<file path="src/rtl/bitonic_intersect_pe.sv">
// Pipelined set-intersection PE: merges two ascending rule-ID sets through a bitonic
// half-cleaner network, then compacts adjacent equal nonzero IDs into an ascending result.
module bitonic_intersect_pe #(
    parameter int ID_W  = 4,
    parameter int N     = 8,
    parameter int TAG_W = 8,
    parameter int CNT_W = $clog2(N+1)
) (
    input  logic                clk,
    input  logic                reset_n,
    input  logic                in_valid,
    output logic                in_ready,
    input  logic [N*ID_W-1:0]   in_a,
    input  logic [N*ID_W-1:0]   in_b,
    input  logic [TAG_W-1:0]    in_tag,
    output logic                out_valid,
    input  logic                out_ready,
    output logic [N*ID_W-1:0]   out_ids,
    output logic [CNT_W-1:0]    out_cnt,
    output logic [TAG_W-1:0]    out_tag
);
    localparam int M     = 2 * N;
    localparam int NST   = $clog2(M);
    localparam int IDX_W = $clog2(N);

    typedef logic [M-1:0][ID_W-1:0] seq_t;

    seq_t                   st_q [NST+1];
    seq_t                   st_d [NST+1];
    logic [NST:0]           vld_q;
    logic [TAG_W-1:0]       tag_q [NST+1];

    logic                   out_valid_q;
    logic [N-1:0][ID_W-1:0] ids_q;
    logic [N-1:0][ID_W-1:0] ids_d;
    logic [CNT_W-1:0]       cnt_q;
    logic [CNT_W-1:0]       cnt_d;
    logic [TAG_W-1:0]       otag_q;
    logic                   en;

    // One global enable: the whole pipe advances only when the output slot can move.
    assign en       = out_ready | ~out_valid_q;
    assign in_ready = en;

    // A ascending followed by B reversed is a bitonic sequence of 2N entries.
    for (genvar i = 0; i < N; i++) begin : g_cap
        assign st_d[0][i]   = in_a[i*ID_W +: ID_W];
        assign st_d[0][N+i] = in_b[(N-1-i)*ID_W +: ID_W];
    end

    for (genvar k = 1; k <= NST; k++) begin : g_hc
        localparam int D = M >> k;
        for (genvar p = 0; p < N; p++) begin : g_cx
            localparam int LO = (p / D) * 2 * D + (p % D);
            localparam int HI = LO + D;
            logic swap;
            // Strict compare: equal values stay in place.
            assign swap          = st_q[k-1][HI] < st_q[k-1][LO];
            assign st_d[k][LO]   = swap ? st_q[k-1][HI] : st_q[k-1][LO];
            assign st_d[k][HI]   = swap ? st_q[k-1][LO] : st_q[k-1][HI];
        end
    end

    // Sorted sequence: an ID present in both sets appears as an adjacent equal pair.
    always_comb begin
        logic [CNT_W-1:0] pos;
        ids_d = '0;
        pos   = '0;
        for (int j = 0; j < M-1; j++) begin
            if ((st_q[NST][j] == st_q[NST][j+1]) && (st_q[NST][j] != '0)) begin
                if (pos < CNT_W'(N)) begin
                    ids_d[pos[IDX_W-1:0]] = st_q[NST][j];
                end
                pos = pos + 1'b1;
            end
        end
        cnt_d = pos;
    end

    always_ff @(posedge clk or negedge reset_n) begin
        if (!reset_n) begin
            for (int k = 0; k <= NST; k++) begin
                st_q[k]  <= '0;
                tag_q[k] <= '0;
            end
            vld_q <= '0;
        end else if (en) begin
            for (int k = 0; k <= NST; k++) begin
                st_q[k] <= st_d[k];
            end
            tag_q[0] <= in_tag;
            for (int k = 1; k <= NST; k++) begin
                tag_q[k] <= tag_q[k-1];
            end
            vld_q <= {vld_q[NST-1:0], in_valid};
        end
    end

    always_ff @(posedge clk or negedge reset_n) begin
        if (!reset_n) begin
            out_valid_q <= 1'b0;
            ids_q       <= '0;
            cnt_q       <= '0;
            otag_q      <= '0;
        end else if (en) begin
            out_valid_q <= vld_q[NST];
            ids_q       <= ids_d;
            cnt_q       <= cnt_d;
            otag_q      <= tag_q[NST];
        end
    end

    assign out_valid = out_valid_q;
    assign out_ids   = ids_q;
    assign out_cnt   = cnt_q;
    assign out_tag   = otag_q;

endmodule
</file>
<file path="config.mk">
export PLATFORM = sky130hd
export DESIGN_NAME = bitonic_intersect_pe
export DESIGN_NICKNAME = d
export VERILOG_FILES = /design/src/rtl/bitonic_intersect_pe.sv
export SDC_FILE = /design/constraint.sdc
export NUM_CORES = 1
export LEC_CHECK = 0
export BUFFER_PORTS_ARGS = -buffer_cell sky130_fd_sc_hd__buf_2
export CELL_PAD_IN_SITES_DETAIL_PLACEMENT = 0
export CELL_PAD_IN_SITES_GLOBAL_PLACEMENT = 1
export CORE_MARGIN = 1.5
export CORE_UTILIZATION = 30
export CTS_BUF_LIST = sky130_fd_sc_hd__clkbuf_4
export CTS_CLUSTER_DIAMETER = 100
export DETAILED_ROUTE_END_ITERATION = 12
export MAX_ROUTING_LAYER = met4
export PLACE_DENSITY = 0.59
export SLEW_MARGIN = 20
export SYNTH_ARGS = -nofsm -noshare
export SYNTH_HDL_FRONTEND = slang
export SYNTH_SLANG_ARGS = --single-unit
</file>
<file path="constraint.sdc">
create_clock -name clk -period 23.8 [get_ports clk]
set_clock_uncertainty 0.2 [all_clocks]
set_input_delay 2.38 -clock clk [delete_from_list [all_inputs] [get_ports clk]]
set_output_delay 2.38 -clock clk [all_outputs]
set_load 0.02 [all_outputs]
</file>
* Yosys cells after proc, flatten, opt, wreduce, memory -nomap -nowiden
Index checks and enable logic that the tools add are counted.
** Storage, ports and cells
- Bits of input ports :: 76
- Register bits after elaboration :: 410
- Memories :: 0
- Bits in latches :: 0
- ROM bits :: 0
- Output and inout bits :: 46
- Logic and storage cells :: 396
- Bits in writable memories :: 0
** Cells by class
- Shift-type cells :: 0
- Reduce and logical (&&, ||, !) cells :: 44
- $add $sub $neg :: 14
- Muxes and demuxes :: 150
- Equal/unequal tests :: 15
- Div/mod/pow operators :: 0
- Multiply operators :: 0
- Magnitude comparators :: 74
- Bitwise gates (word level) :: 2
** Operator list (count)
- $mux 32 :: 28
- $bwmux 32 :: 14
- $mux 4 :: 93
- $demux 4 s3 :: 14
- $lt 4x4->1 :: 32
- $eq 4x4->1 :: 15
- $reduce_bool 4->1 :: 15
- $add 4x1->4 const B :: 14
- $lt 3x4->1 const B :: 14
- $lt 4x4->1 const B :: 14
- $ge 3x1->1 const B :: 14
- $logic_and 1x1->1 :: 29
- $mux 1 :: 1
- $not 1->1 :: 1
- $or 1x1->1 :: 1

* Logic depth before layout (Yosys ltp)
- Word-level depth :: 49
- Gate-level depth with buffers :: 52
- Gate-level depth less buffers :: 49

* Worst setup path after synthesis
Ideal clock, no wire load.
- Path type :: register to register
- From :: register st_q[8] in the netlist's numbering
- To :: register ids_q (netlist bit out_ids[20])
- Setup slack :: 13.049 ns
- Stages on the path, launching flop included :: 50
- Arrival time :: 10.433 ns
- Path buffers :: 2
- Period minus slack after synthesis :: 10.751 ns
- Cell sequence :: dfrtp_1 -> buf_2 -> or2_2 -> o21ai_0 -> nand2_1 -> inv_1 -> ha_1 -> nor3_1 -> a22oi_1 -> a221oi_4 -> ha_1 -> and3b_1 -> nand2_1 -> nand2_1 -> inv_1 -> ha_1 -> or3_1 -> nand2_1 -> (+14 left out) -> nand2_1 -> a21bo_2 -> ha_1 -> a221o_1 -> ha_1 -> inv_1 -> o21ai_0 -> ha_1 -> mux2i_1 -> o21ai_0 -> ha_1 -> nor2_1 -> a21oi_1 -> nor2_1 -> o211ai_1 -> o21ai_0 -> a31oi_1 -> a21o_1
** On the way
- Longest elaborated chain between the ends :: 46
** Ends and longest elaborated chain
- start, declared :: RTL line 28 : seq_t st_q [NST+1];
- start signal, assigned by index :: RTL line 89 : st_q[k] <= st_d[k];
- parallel branches: the longest is 45 deep, another holds $add 4x1->4
- $mux 32 * :: RTL line 70 : if ((st_q[NST][j] == st_q[NST][j+1]) && (st_q[NST][j] != '0)) begin
- end signal, assigned :: RTL line 107 : ids_q <= ids_d;
- end, declared :: RTL line 34 : logic [N-1:0][ID_W-1:0] ids_q;
Mark *: on every way between the ends.
A chain may end at the register's enable or synchronous reset.

* Worst setup path after layout
Ends and elaborated chain as after synthesis.

==> flow_summary_export.csv <==
group,metric,value,unit
run_status,outcome,"completed",
routing,drcViolationCount,0,
cts,cts_buffers,117,
worst_setup_path,crit_fanout,14,
logic_synthesis,synth_top_area_share,0.3766,
routing,wl_per_cell,17.67,µm
global_route,grt_pass1_vias,22166,
timing,fmax,81.18,MHz
logic_synthesis,synth_area_leader_cell,"dfrtp_1",
logic_synthesis,syn_inst,3198,
layout,drive_gt1_frac,0.1153,
floorplanning,die_area,0.09263,mm²
layout,utilization,0.3363,
logic_synthesis,avgSynthCellArea,8.519,µm²
floorplanning,coreArea,0.09001,mm²
timing,setup_viol,0,
worst_setup_path,cp-end-kind,"register",
cts,cts-htree-levels,3,
logic_synthesis,yosysSeqAreaShare,0.3766,
global_route,grt_overflow_total,0,
logic_synthesis,synth_flop_cell,"dfrtp_1",
timing,hold_violations,0,
cts,cts_hold_repair.buffers,0,
timing,finalMaxSlewViolations,0,
logic_synthesis,async_flop_share,1.000,
cts,cts_root_buffer,"clkbuf_4",
routing,firstDrtPassIters,5,
logic_synthesis,synth.cell_area,0.02724,mm²
timing,finalCriticalPeriod,12.32,ns
placed_design,dpl.hpwl,59.58,mm
worst_setup_path,timing.rr.start,"st_q[8]",
routing,postRouteAntennaNets,0,
worst_setup_path,max_stage_delay,0.55,ns
timing,finalSetupTns,0,ns
timing,tightest_slew,1.059,ns
cts,cts_setup_buffers,0,
routing,via_per_inst,4.964,
cts,clock_sinks,410,
min_path,hp-start,"tag_q[19]",
global_route,grt_util_met3,0.02549,
cts,clk_latency,0.94,ns
worst_setup_path,worst_setup_path_start_kind,"register",
logic_synthesis,synth_area_leaders,"dfrtp_1 38%, nand2_1 9.3%, mux2i_1 8.9%",
worst_setup_path,cp_slowest_cell,"a221oi_4",
power,ir_drop,0.00007074,V
logic_synthesis,ys_ff_latch,410,
global_route,grt_max_degree,208,
layout,area_growth_syn_to_layout,11.12,%
routing,detail_route.iter0.violations,1443,
cts,cts_tree,"built",
timing,grt_setup_unrepaired,"false",
global_route,grt_first_pass_wirelength,128.6,mm
run,maxCapViolations,0,
floorplanning,core.rowCount,110,
logic_synthesis,synth-edff-count,0,
worst_setup_path,crit_type,"reg -> reg",
placed_design,numPortBuffers,121,
logic_synthesis,synth_cell_types,101,
timing,period_share,0.5176,
floorplanning,dieWidth,304.3,µm
floorplanning,io_pins,122,
worst_setup_path,cpMostUsedCell,"ha_1",
timing,slew_headroom,0.2924,
global_route,top_usage_layer,"met2",
global_route,grt_usage,0.1781,
logic_synthesis,ys_warn_count,0,
power,finalPower,4954,µW
floorplanning,initial_utilization,0.3027,
global_route,grt_use_met1,0.2503,
worst_setup_path,critPathLaunch,"st_q[8]",
cts,path_clk_slew,0.07,ns
cts,clockBufferDepth,3,
global_route,antenna_found_initial,2,
routing,routed_wl,80.31,mm
cts,post_cts_resized,0,
layout,finalNetCount,3541,
worst_setup_path,critPathRequiredTime,24.33,ns
logic_synthesis,mappedNetlistNets,3450,
global_route,met2_usage,0.2656,
routing,routed-via-count,22560,
power,leakage,0.01446,µW
min_path,min_path_type,"reg -> reg",
worst_setup_path,critPathArrivalTime,12.85,ns
placed_design,gp_congestion,0.9059,
floorplanning,die_h,304.3,µm
power,p_per_area,163.6,mW/mm²
## final timing paths
check	endpoint	slack, ns	depth (start not counted)
worst max-delay path	out_ids[20]	11.48	48
min in group asynchronous	tag_q[26]	1.27	1
worst min register to register	tag_q[11]	0.21	2
worst min-delay path	tag_q[11]	0.21	2
worst max register to register	out_ids[20]	11.48	48
max in group asynchronous	st_q[81]	19.98	3
## registers in the layout, indices dropped and copies added (netlist names)
| name | flops |
|---|---|
| out_tag | 8 |
| vld_q | 5 |
| tag_q | 40 |
| out_cnt | 4 |
| out_valid | 1 |
| out_ids | 32 |
| st_q | 320 |
## where the power goes
group          total [µW]  internal [µW]  switching [µW]
sequential           1400           1000             398
clock                 635            320             315
combinational        2920           1150            1770
total                4950           2470            2480
## worst max-delay path: cells and delay by family, from the launching register on
family	cells	cell delay (ns)
AO/OA/AOI/OAI	17	4.09
flip-flops	1	0.51
buffers and inverters	4	0.53
adder cells (fa/ha/maj)	11	3.58
AND/OR/NAND/NOR	14	3.04
multiplexers	2	0.24
## synth_stat cells (all sizes together), types with 9 or more instances
master	count
o211ai	48
a211o	25
or2	12
and2	22
a32o	9
o22ai	21
and3	16
mux2	9
o2111ai	12
xnor2	48
nand2	675
a32oi	9
nand3	38
or3	13
a21o	46
inv	171
mux2i	242
a211oi	46
nor3	51
xor2	39
ha	176
a21oi	131
o21ai	308
buf	29
nor4	19
dfrtp	410
or4	12
nand2b	41
clkbuf	146
nand4	9
a31oi	20
nor2	222
## logic make-up after synthesis
group	after synthesis	share of synthesized area
muxes	251	0.09264
adders and majority gates	176	0.08083
xor gates and xnor gates	94	0.03546
DFF	410	0.3766
buffers and inverters	346	0.04933
and+or+nand+nor	1157	0.1851
AOI/OAI and AO/OA	764	0.1800
## per-stage QoR
step	setup slack [ns]	instances	area, µm²	hold slack [ns]
after global routing	10.38	4545	30270	0.2590
after detailed placement	11.63	4346	28860	0.2502
after global placement	11.78	4346	28850	0.2456
final	11.48	4545	30270	0.2145
after CTS	11.63	4542	30250	0.2269
after floorplan	13.05	3198	27240	0.2300
## placed cells by master (no fill, tap or decap), drive strengths merged, types with 39 or more instances in the layout
| master | instances |
|---|---|
| a211oi | 46 |
| a21o | 46 |
| a21oi | 131 |
| buf | 147 |
| clkbuf | 167 |
| dfrtp | 410 |
| ha | 176 |
| inv | 174 |
| mux2i | 242 |
| nand2 | 675 |
| nand2b | 41 |
| nor2 | 222 |
| nor3 | 51 |
| o211ai | 48 |
| o21ai | 308 |
| xnor2 | 48 |
| xor2 | 39 |
## per-layer routing
layer  share of wire  vias up  wire length, µm
li1                -    11350                -
met1            0.50    10610            40220
met2            0.44      460            35330
met3           0.036      140             2889
met4           0.023        0             1867
met5               0        -                0
## area by class of cell
cell class,count,area (µm²)
inverters,171,649.4
multi-input cells,2442,15660
well taps,1176,1471
clock buffers,167,1254
fillers,9746,59740
clock inverters,29,143.9
repair buffers,147,823.3
flip-flops and latches,410,10260
diodes,3,7.507
No activity file was read; power rests on OpenSTA's default activity.
